$ cat src/rtl/cart_drive_ctrl.sv
// Cart drive controller: IR commands -> ramped motor duty, direction and steering servo duty,
// with safe reversal and obstacle backoff. Define CART_WDOG_EN for the command-silence watchdog.
module cart_drive_ctrl #(
  parameter int CLK_HZ        = 25000000,
  parameter int TICK_HZ       = 256,
  parameter int MOTOR_W       = 8,
  parameter int SERVO_W       = 8,
  parameter int MOTOR_MAX     = 255,
  parameter int MOTOR_STEP    = 32,
  parameter int RAMP_STEP     = 4,
  parameter int SERVO_MIN     = 0,
  parameter int SERVO_MAX     = 255,
  parameter int SERVO_STEP    = 32,
  parameter int SERVO_CENTER  = 155,
  parameter int SERVO_AVOID   = 50,
  parameter int BACKOFF_TICKS = 251,
  parameter int WDOG_TICKS    = 512
) (
  input  logic               clk,
  input  logic               rst_n,
  input  logic               ir_ready,
  input  logic [31:0]        command,
  input  logic               can_move_fwd,
  output logic               ack,
  output logic               ctl_valid,
  output logic [1:0]         fsm_state,
  output logic               direction,
  output logic [MOTOR_W-1:0] motor_dc,
  output logic [SERVO_W-1:0] servo_dc
);

  localparam logic [1:0] S_OFF     = 2'd0;
  localparam logic [1:0] S_RUN     = 2'd1;
  localparam logic [1:0] S_BACKOFF = 2'd2;

  localparam logic [31:0] C_ON     = 32'hFE010707;
  localparam logic [31:0] C_OFF    = 32'hFD020707;
  localparam logic [31:0] C_FWD    = 32'hED120707;
  localparam logic [31:0] C_REV    = 32'hEF100707;
  localparam logic [31:0] C_LEFT   = 32'h9A650707;
  localparam logic [31:0] C_RIGHT  = 32'h9D620707;
  localparam logic [31:0] C_UP     = 32'h9F600707;
  localparam logic [31:0] C_DOWN   = 32'h9E610707;
  localparam logic [31:0] C_STOP   = 32'h86790707;
  localparam logic [31:0] C_CENTRE = 32'h97680707;

  localparam int DIV   = (CLK_HZ / TICK_HZ < 1) ? 1 : CLK_HZ / TICK_HZ;
  localparam int DIV_W = (DIV > 1) ? $clog2(DIV) : 1;
  localparam int BO_W  = $clog2(BACKOFF_TICKS + 1);

  localparam logic [MOTOR_W:0]   M_MAX   = (MOTOR_W+1)'(MOTOR_MAX);
  localparam logic [MOTOR_W:0]   M_STEP  = (MOTOR_W+1)'(MOTOR_STEP);
  localparam logic [MOTOR_W:0]   M_RAMP  = (MOTOR_W+1)'(RAMP_STEP);
  localparam logic [SERVO_W:0]   SV_MINW = (SERVO_W+1)'(SERVO_MIN);
  localparam logic [SERVO_W:0]   SV_MAXW = (SERVO_W+1)'(SERVO_MAX);
  localparam logic [SERVO_W:0]   SV_STEP = (SERVO_W+1)'(SERVO_STEP);
  localparam logic [SERVO_W-1:0] SV_MIN  = SERVO_W'(SERVO_MIN);
  localparam logic [SERVO_W-1:0] SV_MAX  = SERVO_W'(SERVO_MAX);
  localparam logic [SERVO_W-1:0] SV_CTR  = SERVO_W'(SERVO_CENTER);
  localparam logic [SERVO_W-1:0] SV_AVD  = SERVO_W'(SERVO_AVOID);

  typedef struct packed {
    logic on, off, fwd, rev, left, right, up, down, stop, centre;
  } cmd_t;

  logic [DIV_W-1:0]   div_cnt;
  logic               tick;
  logic               held;
  logic               take;
  cmd_t               cmd;
  logic               req_dir;
  logic [MOTOR_W-1:0] target;
  logic [BO_W-1:0]    bo_cnt;
  logic               obstacle;
  logic               wd_fire;

  logic [1:0]         st_n;
  logic               dir_n, req_n;
  logic [MOTOR_W-1:0] tgt_n, mot_n, eff, tgt_up, tgt_dn;
  logic [SERVO_W-1:0] srv_n, srv_lt, srv_rt;
  logic [BO_W-1:0]    bo_n;
  logic [MOTOR_W:0]   m_sum;
  logic [SERVO_W:0]   s_sum;

  function automatic logic [MOTOR_W-1:0] ramp(input logic [MOTOR_W-1:0] cur,
                                               input logic [MOTOR_W-1:0] tgt);
    logic [MOTOR_W:0] diff;
    if (tgt > cur) begin
      diff = {1'b0, tgt} - {1'b0, cur};
      ramp = (diff > M_RAMP) ? MOTOR_W'({1'b0, cur} + M_RAMP) : tgt;
    end else begin
      diff = {1'b0, cur} - {1'b0, tgt};
      ramp = (diff > M_RAMP) ? MOTOR_W'({1'b0, cur} - M_RAMP) : tgt;
    end
  endfunction

  assign tick = (div_cnt == DIV_W'(DIV - 1));

  // held blocks re-sampling the same frame until ir_ready drops for a cycle
  assign take = ir_ready && !ack && !held;

  always_comb begin
    cmd        = '0;
    cmd.on     = take && (command == C_ON);
    cmd.off    = take && (command == C_OFF);
    cmd.fwd    = take && (command == C_FWD);
    cmd.rev    = take && (command == C_REV);
    cmd.left   = take && (command == C_LEFT);
    cmd.right  = take && (command == C_RIGHT);
    cmd.up     = take && (command == C_UP);
    cmd.down   = take && (command == C_DOWN);
    cmd.stop   = take && (command == C_STOP);
    cmd.centre = take && (command == C_CENTRE);
  end

  assign obstacle = (fsm_state == S_RUN) && !can_move_fwd && direction && (motor_dc != '0);

  always_comb begin
    m_sum  = {1'b0, target} + M_STEP;
    tgt_up = (m_sum > M_MAX) ? M_MAX[MOTOR_W-1:0] : m_sum[MOTOR_W-1:0];
    tgt_dn = ({1'b0, target} < M_STEP) ? '0 : MOTOR_W'({1'b0, target} - M_STEP);
    s_sum  = {1'b0, servo_dc} + SV_STEP;
    srv_lt = (s_sum > SV_MAXW) ? SV_MAX : s_sum[SERVO_W-1:0];
    srv_rt = ({1'b0, servo_dc} < SV_MINW + SV_STEP) ? SV_MIN
                                                    : SERVO_W'({1'b0, servo_dc} - SV_STEP);
  end

`ifdef CART_WDOG_EN
  localparam int WD_W = $clog2(WDOG_TICKS + 1);
  logic [WD_W-1:0] wd_cnt;

  assign wd_fire = tick && (fsm_state == S_RUN) && !take && (wd_cnt == WD_W'(WDOG_TICKS - 1));

  // saturates at the limit so the timeout fires once per silence period
  always_ff @(posedge clk or negedge rst_n) begin
    if (!rst_n)                            wd_cnt <= '0;
    else if (fsm_state != S_RUN || take)   wd_cnt <= '0;
    else if (tick && wd_cnt != WD_W'(WDOG_TICKS)) wd_cnt <= wd_cnt + 1'b1;
  end
`else
  assign wd_fire = 1'b0;
`endif

  always_comb begin
    st_n  = fsm_state;
    dir_n = direction;
    req_n = req_dir;
    tgt_n = target;
    mot_n = motor_dc;
    srv_n = servo_dc;
    bo_n  = bo_cnt;
    eff   = target;
    case (fsm_state)
      S_RUN: begin
        if (obstacle) begin
          st_n  = S_BACKOFF;
          mot_n = '0;
          dir_n = 1'b0;
          req_n = 1'b0;
          srv_n = SV_AVD;
          tgt_n = M_MAX[MOTOR_W-1:0];
          bo_n  = '0;
        end else begin
          if (cmd.up && (can_move_fwd || !direction)) tgt_n = tgt_up;
          if (cmd.down)   tgt_n = tgt_dn;
          if (cmd.stop)   tgt_n = '0;
          if (cmd.left)   srv_n = srv_lt;
          if (cmd.right)  srv_n = srv_rt;
          if (cmd.centre) srv_n = SV_CTR;
          if (cmd.fwd)    req_n = 1'b1;
          if (cmd.rev)    req_n = 1'b0;
          if (cmd.off) begin
            st_n  = S_OFF;
            tgt_n = '0;
            srv_n = SV_CTR;
          end
          if (wd_fire) begin
            tgt_n = '0;
            srv_n = SV_CTR;
          end
          // a pending reversal parks the motor at zero before the flip
          eff = (req_n != direction) ? '0 : tgt_n;
          if (tick) begin
            if (req_n != direction && motor_dc == '0) dir_n = req_n;
            mot_n = ramp(motor_dc, eff);
          end
        end
      end
      S_BACKOFF: begin
        if (cmd.off) begin
          st_n  = S_OFF;
          tgt_n = '0;
          srv_n = SV_CTR;
          if (tick) mot_n = ramp(motor_dc, '0);
        end else if (tick) begin
          if (bo_cnt == BO_W'(BACKOFF_TICKS - 1)) begin
            st_n  = S_RUN;
            dir_n = 1'b1;
            req_n = 1'b1;
            tgt_n = '0;
            mot_n = '0;
            srv_n = SV_CTR;
            bo_n  = '0;
          end else begin
            bo_n  = bo_cnt + 1'b1;
            mot_n = ramp(motor_dc, target);
          end
        end
      end
      default: begin
        st_n  = cmd.on ? S_RUN : S_OFF;
        tgt_n = '0;
        srv_n = SV_CTR;
        if (tick) mot_n = ramp(motor_dc, '0);
      end
    endcase
  end

  always_ff @(posedge clk or negedge rst_n) begin
    if (!rst_n) begin
      div_cnt   <= '0;
      held      <= 1'b0;
      ack       <= 1'b0;
      ctl_valid <= 1'b0;
      fsm_state <= S_OFF;
      direction <= 1'b1;
      req_dir   <= 1'b1;
      target    <= '0;
      motor_dc  <= '0;
      servo_dc  <= SV_CTR;
      bo_cnt    <= '0;
    end else begin
      div_cnt   <= tick ? '0 : div_cnt + 1'b1;
      held      <= take | (held & ir_ready);
      ack       <= take;
      ctl_valid <= 1'b1;
      fsm_state <= st_n;
      direction <= dir_n;
      req_dir   <= req_n;
      target    <= tgt_n;
      motor_dc  <= mot_n;
      servo_dc  <= srv_n;
      bo_cnt    <= bo_n;
    end
  end

endmodule
$ cat config.mk
export PLATFORM = sky130hd
export DESIGN_NAME = cart_drive_ctrl
export DESIGN_NICKNAME = d
export VERILOG_FILES = /design/src/rtl/cart_drive_ctrl.sv
export SDC_FILE = /design/constraint.sdc
export NUM_CORES = 1
export LEC_CHECK = 0
export BUFFER_PORTS_ARGS = -buffer_cell sky130_fd_sc_hd__clkbuf_2
export CORE_ASPECT_RATIO = 1.4
export CORE_MARGIN = 3
export CORE_UTILIZATION = 50
export DETAILED_ROUTE_END_ITERATION = 10
export GPL_TIMING_DRIVEN = 1
export MAX_ROUTING_LAYER = met4
export PLACE_DENSITY = 0.72
export SYNTH_ARGS = -nofsm -noshare
export SYNTH_HDL_FRONTEND = slang
export SYNTH_SLANG_ARGS = --single-unit
$ cat constraint.sdc
create_clock -name clk -period 4.8 [get_ports clk]
set_input_delay 0.24 -clock clk [delete_from_list [all_inputs] [get_ports clk]]
set_output_delay 0.24 -clock clk [all_outputs]
set_load 0.05 [all_outputs]
==> results of run 1 <==
critical path: cells and delay by family (launching register included):
| kind | cells | cell delay, ns |
|---|---|---|
| flip-flops | 1 | 0.41 |
| adder cells (fa/ha/maj) | 2 | 0.72 |
| multiplexers | 1 | 0.31 |
| AO/OA/AOI/OAI | 7 | 1.25 |
| AND/OR/NAND/NOR | 9 | 1.71 |
| buffers and inverters | 1 | 0.07 |
through the flow:
| step | hold slack, ns | power (mW) | util [%] | area, sq um |
|---|---|---|---|---|
| 2_1_floorplan | -0.0556 | 0.489 | - | 5850 |
| 3_3_place_gp | 0.400 | 0.519 | 56.2 | 6410 |
| 3_5_place_dp | 0.408 | 0.520 | 56.2 | 6410 |
| 4_1_cts | 0.0951 | 0.887 | 57.5 | 6550 |
| 5_1_grt | 0.117 | 0.911 | 57.7 | 6570 |
| 6_report | 0.0668 | 0.878 | 57.7 | 6570 |
flip-flops by register name, summed over array words and instances (netlist names):
register / flops
req_dir: 1
fsm_state: 2
ack: 1
ctl_valid: 1
target: 8
servo_dc: 6
direction: 1
bo_cnt: 8
held: 1
motor_dc: 8
div_cnt: 17
report_power, final:
group          total, mW  leakage [nW]  switching (mW)  internal [mW]
clock              0.366        0.0739           0.158          0.207
combinational     0.0540          1.99          0.0310         0.0230
sequential         0.459         0.707         0.00171          0.457
cell usage after synthesis (6+ instances only):
master,number
and2_1,11
and3_1,6
xnor2_1,19
nor4bb_1,6
nand2_1,69
dfrtp_1,49
a21oi_1,42
a21o_1,7
nor4_1,10
a31oi_1,13
inv_1,49
xor2_1,12
ha_1,45
a211oi_1,7
nor3_1,26
clkbuf_1,14
o21ai_0,44
nand4_1,16
o31ai_1,18
nor2_1,71
o21a_1,10
and4bb_2,7
nor2b_1,13
nand3_1,28
o21ai_1,6
o211ai_1,11
per-layer routing:
| layer | track usage [%] | vias to the layer above |
|---|---|---|
| li1 | - | 2884 |
| met1 | 31.3 | 2960 |
| met2 | 47.6 | 232 |
| met3 | 3.12 | 61 |
| met4 | 12.9 | 0 |
| met5 | - | - |
timing repair:
| action | 4_1_cts | 5_1_grt |
|---|---|---|
| setup buffers | 0 | 1 |
| resized for setup | 0 | 5 |
| setup endpoints to repair | 0 | 8 |
| endpoints found under the hold margin | 0 | 0 |
cells by family (layout without fill, tap and decap cells):
kind of cell | count (synthesis) | count (layout) | share of synthesized area [%]
AOI/OAI and AO/OA | 226 | 226 | 27.6
xor gates and xnor gates | 31 | 31 | 4.64
other | 1 | 1 | 0.0641
DFF | 54 | 54 | 23.2
and+or+nand+nor | 301 | 301 | 27.9
muxes | 6 | 6 | 1.07
buffers and inverters | 73 | 143 | 5.20
adders and majority gates | 47 | 47 | 10.3
worst max-delay path by stage:
stage / to / depth (start not counted)
final: motor_dc[7]$_DFFE_PN0P_ / 20
after global routing: motor_dc[6]$_DFFE_PN0P_ / 19
after global placement: motor_dc[2]$_DFFE_PN0P_ / 20
after floorplan: motor_dc[7]$_DFFE_PN0P_ / 19
after detailed placement: motor_dc[2]$_DFFE_PN0P_ / 21
after CTS: motor_dc[2]$_DFFE_PN0P_ / 20
layout make-up:
type / count / area, sq um / area share, %
clock buffers: 7 / 143 / 2.17
well taps: 144 / 180 / 2.74
repair buffers: 85 / 498 / 7.58
inverters: 50 / 188 / 2.86
multi-input cells: 612 / 4200 / 63.9
flip-flops and latches: 54 / 1360 / 20.7
clock inverters: 1 / 5.00 / 0.0761
==> results.sh, run 1 <==
export IMPL_cts_buffers=5
export IMPL_rr_startpoint="held$_DFF_PN0_"
export IMPL_via_per_inst=6.44
export IMPL_relSlewSlack_pct=47.3
export IMPL_ir_worst_vdd_mv=0.226
export IMPL_clock_latency_ns=0.29
export IMPL_dr_pass1_iters=5
export IMPL_worstMarginPinSlew_ns=0.790
export IMPL_ant_nets=0
export IMPL_syn2layout_area_growth_pct=12.4
export IMPL_yosys_top_cells_area="dfrtp_1, ha_1, nor2_1, nand2_1, o21ai_0"
export IMPL_pre_cts_ws_ns=0.0478
export IMPL_cts_tree="yes"
export IMPL_powerDensity_nw_per_um2=134
export IMPL_synthCells=739
export IMPL_gp_congestion=1.04
export IMPL_yosys_area_top_type_share_pct=21.0
export IMPL_grt_max_degree=55
export IMPL_antenna_found_initial=0
export IMPL_die_h_microns=134
export IMPL_critPathCaptureType="flip-flop"
export IMPL_clk_pin_slew_worst_paths_ns=0.07
export IMPL_r2r_cells=20
export IMPL_grt_pass1_vias=5862
export IMPL_cts_root_buf="clkbuf_16"
export IMPL_layout_cells_most_common_list="nand2_1, nor2_1, clkbuf_2, inv_1, dfrtp_1"
export IMPL_cts_sinks=54
export IMPL_synth_seq_cells=54
export IMPL_worstSetupPathType="reg2reg"
export IMPL_die_area_sq_um=13000
export IMPL_wl_met2_mm=9.16
export IMPL_ys_types=91
export IMPL_grt_usage_pct=27.3
export IMPL_critPathLaunchType="flip-flop"
export IMPL_io_pins=57
export IMPL_setup_viol_count_final=0
export IMPL_synthFlopType="dfrtp_1"
export IMPL_status="finished clean"
export IMPL_drt_wirelength_per_cell_microns=18.8
export IMPL_maxCapViolations=0
export IMPL_fin_crit_sh_pct=94.8
export IMPL_drive_gt1_share_pct=17.7
export IMPL_slew_violations=0
export IMPL_top_layer_used="met4"
export IMPL_syn_area_sq_um=5850
export IMPL_core_area_sq_um=11400
export IMPL_gr_total_overflow=0
export IMPL_drt_total_wl_mm=17.9
export IMPL_slowest_stage="fa_1"
export IMPL_wl_met3_microns=901
export IMPL_num_vias=6137
export IMPL_finalClockSkew_ns=0.00736
export IMPL_fillers=1073
export IMPL_rsz0062_at_grt="no"
export IMPL_hold_viol=0
export IMPL_synth_warnings=0
export IMPL_htreeDepth=2
export IMPL_async_flop_share_pct=100
export IMPL_drc=0
export IMPL_io_buffers=56
export IMPL_crit_required_ns=5.01
export IMPL_min_period_ns=4.55
export IMPL_fin_cells=953
export IMPL_slowest_delay_ns=0.51
export IMPL_hpwl_mm=14.2
export IMPL_initial_core_util_pct=51.3
export IMPL_layout_setup_ws_ns=0.250
export IMPL_die_w_microns=97.4
export IMPL_synth_edf_count=0
export IMPL_cp_arrival_ns=4.76
export IMPL_worstPathMaxFanout=7
export IMPL_synthesis_nets=822
export IMPL_final_nets=891
export IMPL_dpl_cell_count=944
export IMPL_grt_pass1_wl_mm=28.7
export IMPL_path_cells="nor3b_4, and3_2, nand3_1, nor2_2, o21a_1, o21a_1, inv_1, ha_1, fa_1, nand3_1, o211ai_1, o2111ai_1, nor2_1, o31ai_1, mux2i_1, nand2_1, or2_4, and2_4, a211o_1, o31ai_2"
export IMPL_critPathLaunch="held$_DFF_PN0_"
export IMPL_leakage_nw=2.77
export IMPL_synth_area_per_cell_sq_um=7.91
export IMPL_ctsHoldBuffers=0
export IMPL_antenna_cells=0
export IMPL_cts_max_path_buffers=2
export IMPL_rows=46
export IMPL_clock_fmax_mhz=220
export IMPL_r2r_end="motor_dc[7]$_DFFE_PN0P_"
export IMPL_synth_area_leader_cell="dfrtp_1"
export IMPL_reg2reg_slack_ns=0.25
export IMPL_yosysSeqAreaShare_pct=23.2
export IMPL_wl_met1_mm=7.02
export IMPL_hold_path_class="in2async"
export IMPL_setup_tns_final_ns=0
export IMPL_drt_iter0_drc=415
No activity file was read; power rests on OpenSTA's default activity.
==> run 2: changes to the inputs <==
CTS_BUF_LIST = sky130_fd_sc_hd__clkbuf_16   (was unset)
==> run 2 against run 1 <==
  * Via count grew 0.36%
  * Worst setup slack lost 0.010 ns
  * Clock skew grew 0.0015 ns
  * Register-to-register slack is essentially flat
==> results.sh, run 2 (synthesis gave the netlist of run 1 again) <==
export IMPL_antenna_cells=0
export IMPL_die_area_sq_um=13000
export IMPL_drt_total_wl_mm=18.0
export IMPL_relSlewSlack_pct=47.4
export IMPL_clock_fmax_mhz=219
export IMPL_layout_setup_ws_ns=0.240
export IMPL_setup_tns_final_ns=0
export IMPL_syn2layout_area_growth_pct=12.2
export IMPL_cts_root_buf="clkbuf_16"
export IMPL_clk_pin_slew_worst_paths_ns=0.07
export IMPL_fin_crit_sh_pct=95.0
export IMPL_cts_max_path_buffers=2
export IMPL_cp_num_buf_inv=1
export IMPL_hpwl_mm=14.2
export IMPL_cts_sinks=54
export IMPL_finalClockSkew_ns=0.00889
export IMPL_multi_input_area_sq_um=4200
export IMPL_fin_cells=953
export IMPL_crit_required_ns=4.97
export IMPL_gp_congestion=1.04
export IMPL_wl_met1_mm=6.97
export IMPL_drt_iter0_drc=472
export IMPL_layout_cells_most_common_list="nand2_1, nor2_1, clkbuf_2, inv_1, dfrtp_1"
export IMPL_r2r_end="motor_dc[2]$_DFFE_PN0P_"
export IMPL_fillers=1072
export IMPL_cp_top_family="compound AO/OA/AOI/OAI gates"
export IMPL_rows=46
export IMPL_regArea_sq_um=1360
export IMPL_drive_gt1_share_pct=17.6
export IMPL_num_vias=6159
export IMPL_cts_tree="yes"
export IMPL_pre_cts_ws_ns=0.0478
export IMPL_slowest_delay_ns=0.45
export IMPL_grt_max_degree=55
export IMPL_maxCapViolations=0
export IMPL_wl_met3_microns=997
export IMPL_via_per_inst=6.46
export IMPL_dr_pass1_iters=7
export IMPL_final_util_pct=57.6
export IMPL_leakage_nw=2.77
export IMPL_worstSetupPathType="reg2reg"
export IMPL_wl_met2_mm=9.20
export IMPL_critPathCaptureType="flip-flop"
export IMPL_grt_usage_pct=27.3
export IMPL_top_register="div_cnt"
export IMPL_reg2reg_slack_ns=0.24
export IMPL_initial_core_util_pct=51.3
export IMPL_io_pins=57
export IMPL_rr_startpoint="held$_DFF_PN0_"
export IMPL_clock_latency_ns=0.29
export IMPL_powerDensity_nw_per_um2=131
export IMPL_htreeDepth=2
export IMPL_hold_path_class="in2async"
export IMPL_drc=0
export IMPL_slew_violations=0
export IMPL_dpl_cell_count=944
export IMPL_top_layer_used="met4"
export IMPL_status="finished clean"
export IMPL_largest_reg_flops=17
export IMPL_gr_total_overflow=0
export IMPL_hold_viol=0
export IMPL_die_w_microns=97.4
export IMPL_final_nets=891
export IMPL_cp_arrival_ns=4.73
export IMPL_die_h_microns=134
export IMPL_cts_buffers=5
export IMPL_ant_nets=0
export IMPL_core_area_sq_um=11400
export IMPL_io_buffers=56
export IMPL_drt_wirelength_per_cell_microns=18.8
export IMPL_grt_pass1_wl_mm=28.7
export IMPL_worstMarginPinSlew_ns=0.789
export IMPL_path_cells="nor3b_4, and3_2, nand3_1, nor2_2, o21a_1, o21a_1, inv_1, ha_1, fa_1, o211ai_1, o2111ai_1, nor2_1, o31ai_1, mux2i_1, nand3_2, o22ai_4, nor3_1, o31ai_1, a21oi_1"
export IMPL_ctsHoldBuffers=0
export IMPL_r2r_cells=19
export IMPL_slowest_stage="fa_1"
export IMPL_antenna_found_initial=0
export IMPL_min_period_ns=4.56
export IMPL_rsz0062_at_grt="no"
export IMPL_worstPathMaxFanout=7
export IMPL_grt_pass1_vias=5844
export IMPL_ir_worst_vdd_mv=0.227
export IMPL_critPathLaunchType="flip-flop"
export IMPL_setup_viol_count_final=0
[run 2: changes by cell type in the layout (fill, tap and decap cells not counted)]
| cell | delta |
|---|---|
| clkbuf_1 | -1 |
| clkbuf_8 | -1 |
| clkinv_1 | +1 |
| inv_1 | +1 |
[run 2: cell type report]
type,count,area share (%)
flip-flops and latches,54,20.7
inverters,50,2.86
clock buffers,5,1.91
well taps,144,2.75
clock inverters,3,0.191
multi-input cells,612,64.0
repair buffers,85,7.59
[run 2: routing by layer]
layer / GRT usage [%] / up-vias
met5: - / -
li1: - / 2885
met4: 12.9 / 0
met1: 31.3 / 2969
met2: 47.4 / 250
met3: 3.12 / 55
[run 2: repair_timing]
| item | CTS | global route |
|---|---|---|
| setup buffers | 0 | 1 |
| endpoints found under the setup margin | 0 | 8 |
| gates resized for setup | 0 | 5 |
[run 2: power by group]
part           switching (mW)  total [mW]  internal [mW]
registers             0.00171       0.459          0.457
logic                  0.0310      0.0540         0.0230
clock network           0.159       0.348          0.189
[run 2: worst max path at each step]
stage              startpoint                       to  slack, ns  depth (start not counted)
2_1_floorplan   ack$_DFF_PN0_  motor_dc[7]$_DFFE_PN0P_       0.32                         19
3_3_place_gp      command[11]  motor_dc[2]$_DFFE_PN0P_       0.12                         20
3_5_place_dp      command[11]  motor_dc[2]$_DFFE_PN0P_       0.05                         21
4_1_cts         ack$_DFF_PN0_  motor_dc[2]$_DFFE_PN0P_       0.14                         20
5_1_grt         ack$_DFF_PN0_  motor_dc[6]$_DFFE_PN0P_      0.005                         19
6_report       held$_DFF_PN0_  motor_dc[2]$_DFFE_PN0P_       0.24                         19
[run 2: per-stage QoR]
stage,power (mW),area (sq um),hold slack (ns)
global placement,0.519,6410,0.400
global route,0.892,6560,0.117
CTS,0.868,6540,0.0949
detailed placement,0.520,6410,0.408
finish,0.860,6560,0.0619
floorplan,0.489,5850,-0.0556
==> run 3: changes to the inputs <==
ABC_AREA = 1   (was unset)
==> run 3 against run 2 <==
  * Flip-flop and latch count unchanged
  * Cell area increased by 3.2%
  * Hold slack gained 0.021 ns
  * Synthesized cell count up 35%
  * Routed wire length is 1.2% lower
  * First-iteration DRC count down 10%
  * Worst setup slack improved by 0.13 ns
  * Final cell count grew 26%
  * Clock skew rose by 0.0034 ns
  * Non-clock buffer count down 23
  * Critical path type unchanged
  * Critical endpoint is now motor_dc[3]$_DFFE_PN0P_
==> results.sh, run 3 <==
export IMPL_ys_types=48
export IMPL_drt_total_wl_mm=17.7
export IMPL_dr_pass1_iters=7
export IMPL_r2r_end="motor_dc[3]$_DFFE_PN0P_"
export IMPL_critPathCaptureType="flip-flop"
export IMPL_async_flop_share_pct=100
export IMPL_cts_setup_buffers=0
export IMPL_synth_common_cells="nand2_1, inv_1, nor2_1"
export IMPL_antenna_found_initial=0
export IMPL_grt_usage_pct=26.9
export IMPL_leakage_nw=3.67
export IMPL_initial_core_util_pct=51.7
export IMPL_synth_top_family_by_area="simple AND/OR/NAND/NOR gates"
export IMPL_synthCells=998
export IMPL_synth_seq_cells=54
export IMPL_worstMarginPinSlew_ns=0.730
export IMPL_met2_usage_pct=46.1
export IMPL_slew_violations=0
export IMPL_critPathLaunch="target[5]$_DFFE_PN0P_"
export IMPL_htreeDepth=2
export IMPL_cts_tree="yes"
export IMPL_synth_area_per_cell_sq_um=6.19
export IMPL_io_pins=57
export IMPL_met3_usage_pct=2.89
export IMPL_rows=47
export IMPL_clock_latency_ns=0.31
export IMPL_grt_pass1_wl_mm=28.9
export IMPL_grt_max_degree=55
export IMPL_min_period_ns=4.43
export IMPL_antenna_cells=0
export IMPL_cts_root_buf="clkbuf_16"
export IMPL_cts_max_path_buffers=2
export IMPL_muxShareOfSynthArea_pct=0.182
export IMPL_num_vias=6560
export IMPL_ant_nets=0
export IMPL_relSlewSlack_pct=51.3
export IMPL_pre_cts_ws_ns=0.457
export IMPL_via_per_inst=5.45
export IMPL_drt_iter0_drc=423
export IMPL_drc=0
export IMPL_top_register="div_cnt"
export IMPL_drt_wirelength_per_cell_microns=14.8
export IMPL_grt_busiest_layer="met2"
export IMPL_fin_cells=1203
export IMPL_io_buffers=56
export IMPL_critPathLaunchType="flip-flop"
export IMPL_synth_compound_area_share_pct=15.1
export IMPL_synthFlopType="dfrtp_1"
export IMPL_slowest_delay_ns=0.46
export IMPL_layout_commonest_cell="nand2_1"
export IMPL_ir_worst_vdd_mv=0.147
export IMPL_slowest_stage="dfrtp_1"
export IMPL_hpwl_mm=14.2
export IMPL_gr_total_overflow=0
export IMPL_synthSimpleGateAreaFrac_pct=37.8
export IMPL_hold_viol=0
export IMPL_clock_fmax_mhz=226
export IMPL_synthesis_nets=1081
export IMPL_powerDensity_nw_per_um2=135
export IMPL_clk_pin_slew_worst_paths_ns=0.08
export IMPL_layout_setup_ws_ns=0.373
export IMPL_r2r_cells=28
export IMPL_largest_reg_flops=17
export IMPL_worstPathMaxFanout=8
export IMPL_status="finished clean"
export IMPL_syn2layout_area_growth_pct=9.64
export IMPL_die_h_microns=138
export IMPL_fillers=1274
export IMPL_crit_required_ns=5.01
export IMPL_synth_xor_area_share_pct=3.69
export IMPL_fin_crit_sh_pct=92.2
export IMPL_yosysSeqAreaShare_pct=22.0
export IMPL_synth_area_leader_cell="dfrtp_1"
export IMPL_final_util_pct=56.7
export IMPL_final_nets=1138
export IMPL_synth_edf_count=0
export IMPL_cp_arrival_ns=4.64
export IMPL_dpl_cell_count=1195
export IMPL_gp_congestion=1.01
export IMPL_hold_path_class="in2async"
export IMPL_drive_gt1_share_pct=13.2
export IMPL_syn_area_sq_um=6180
export IMPL_finalClockSkew_ns=0.0123
export IMPL_multi_input_area_sq_um=4120
export IMPL_layout_cells_most_common_list="nand2_1, inv_1, nor2_1, o21ai_0, nand3_1"
export IMPL_synth_warnings=0
export IMPL_endpoint="motor_dc[3]$_DFFE_PN0P_"
export IMPL_yosys_area_top_type_share_pct=19.9
export IMPL_cts_sinks=54
export IMPL_setup_viol_count_final=0
export IMPL_crit_top_cell="nand2_1"
export IMPL_grt_pass1_vias=6149
export IMPL_yosys_top_cells_area="dfrtp_1, nand2_1, inv_1, ha_1, nor2_1"
export IMPL_core_area_sq_um=11900
export IMPL_die_w_microns=99.9
export IMPL_reg2reg_slack_ns=0.37
export IMPL_die_area_sq_um=13700
export IMPL_cts_buffers=5
export IMPL_worstSetupPathType="reg2reg"
export IMPL_grt_use_met1_pct=30.4
export IMPL_maxCapViolations=0
export IMPL_rr_startpoint="target[5]$_DFFE_PN0P_"
export IMPL_yosysMostFrequentCell="nand2_1"
export IMPL_synth_fa_ha_area_share_pct=9.76
export IMPL_whs_ns=0.0833
export IMPL_regArea_sq_um=1360
[run 3: cell types whose count changed after synthesis, moves of 17 or more]
| cell | before | now |
|---|---|---|
| nand2_1 | 69 | 225 |
| inv_1 | 49 | 157 |
| nor2_1 | 71 | 126 |
| nand3_1 | 28 | 69 |
| o21ai_0 | 44 | 70 |
| a21oi_1 | 42 | 64 |
| nor2_2 | 0 | 19 |
| o31ai_1 | 18 | 1 |
[run 3: layer usage]
| metal | up-vias | share of wire [%] |
|---|---|---|
| li1 | 3335 | - |
| met1 | 2930 | 41 |
| met2 | 214 | 48 |
| met3 | 81 | 4.6 |
| met4 | 0 | 6.3 |
| met5 | - | 0 |
[run 3: final cells by class]
cell class	count	area share [%]
sequential	54	20.0
multi-input combinational	760	60.8
timing repair buffer	62	4.80
clock buffer	5	1.85
inverter	172	9.53
clock inverter	3	0.240
tap	147	2.72
[run 3: stage by stage]
| stage | total power, mW | TNS, ns | cell area [sq um] |
|---|---|---|---|
| 2_1_floorplan | 0.507 | 0 | 6180 |
| 3_3_place_gp | 0.546 | 0 | 6620 |
| 3_5_place_dp | 0.546 | 0 | 6620 |
| 4_1_cts | 0.924 | 0 | 6770 |
| 5_1_grt | 0.951 | -0.514 | 6770 |
| 6_report | 0.917 | 0 | 6770 |
[run 3: power breakdown]
group / leakage [nW] / internal (mW) / total, mW / switching (mW)
Combinational: 2.92 / 0.0235 / 0.0762 / 0.0528
Clock: 0.0689 / 0.192 / 0.380 / 0.189
Sequential: 0.681 / 0.458 / 0.460 / 0.00184
Total: 3.67 / 0.674 / 0.917 / 0.243
[run 3: critical path, delay by kind of cell, from the launching register on]
family | cells | cell delay (ns)
simple gates | 15 | 1.90
buf+inv | 6 | 0.74
compound gates | 4 | 0.62
fa+ha+maj | 2 | 0.50
flops | 1 | 0.46
xor+xnor | 1 | 0.09
[run 3: cells by family (layout without fill, tap and decap cells)]
family,count (synthesis),in the layout
AND/OR/NAND/NOR,516,516
buffers and inverters,184,242
AO/OA/AOI/OAI,169,169
flip-flops,54,54
adder cells (fa/ha/maj),47,47
XOR/XNOR,26,26
other,1,1
multiplexers,1,1
[run 3: how the worst min path moves through the flow]
| stage | from | to | depth (start not counted) | slack [ns] |
|---|---|---|---|---|
| floorplan | rst_n | ack$_DFF_PN0_ | 0 | -0.06 |
| global route | rst_n | div_cnt[12]$_DFF_PN0_ | 2 | 0.15 |
| finish | rst_n | target[2]$_DFFE_PN0P_ | 2 | 0.08 |
| detailed placement | rst_n | div_cnt[13]$_DFF_PN0_ | 2 | 0.44 |
| global placement | rst_n | div_cnt[12]$_DFF_PN0_ | 2 | 0.44 |
| CTS | rst_n | target[2]$_DFFE_PN0P_ | 2 | 0.12 |
[run 3: repair_timing]
action / in CTS / in global routing
hold endpoints to repair: 0 / 0
resized for setup: 0 / 1
endpoints found under the setup margin: 0 / 3
hold buffers: 0 / 0
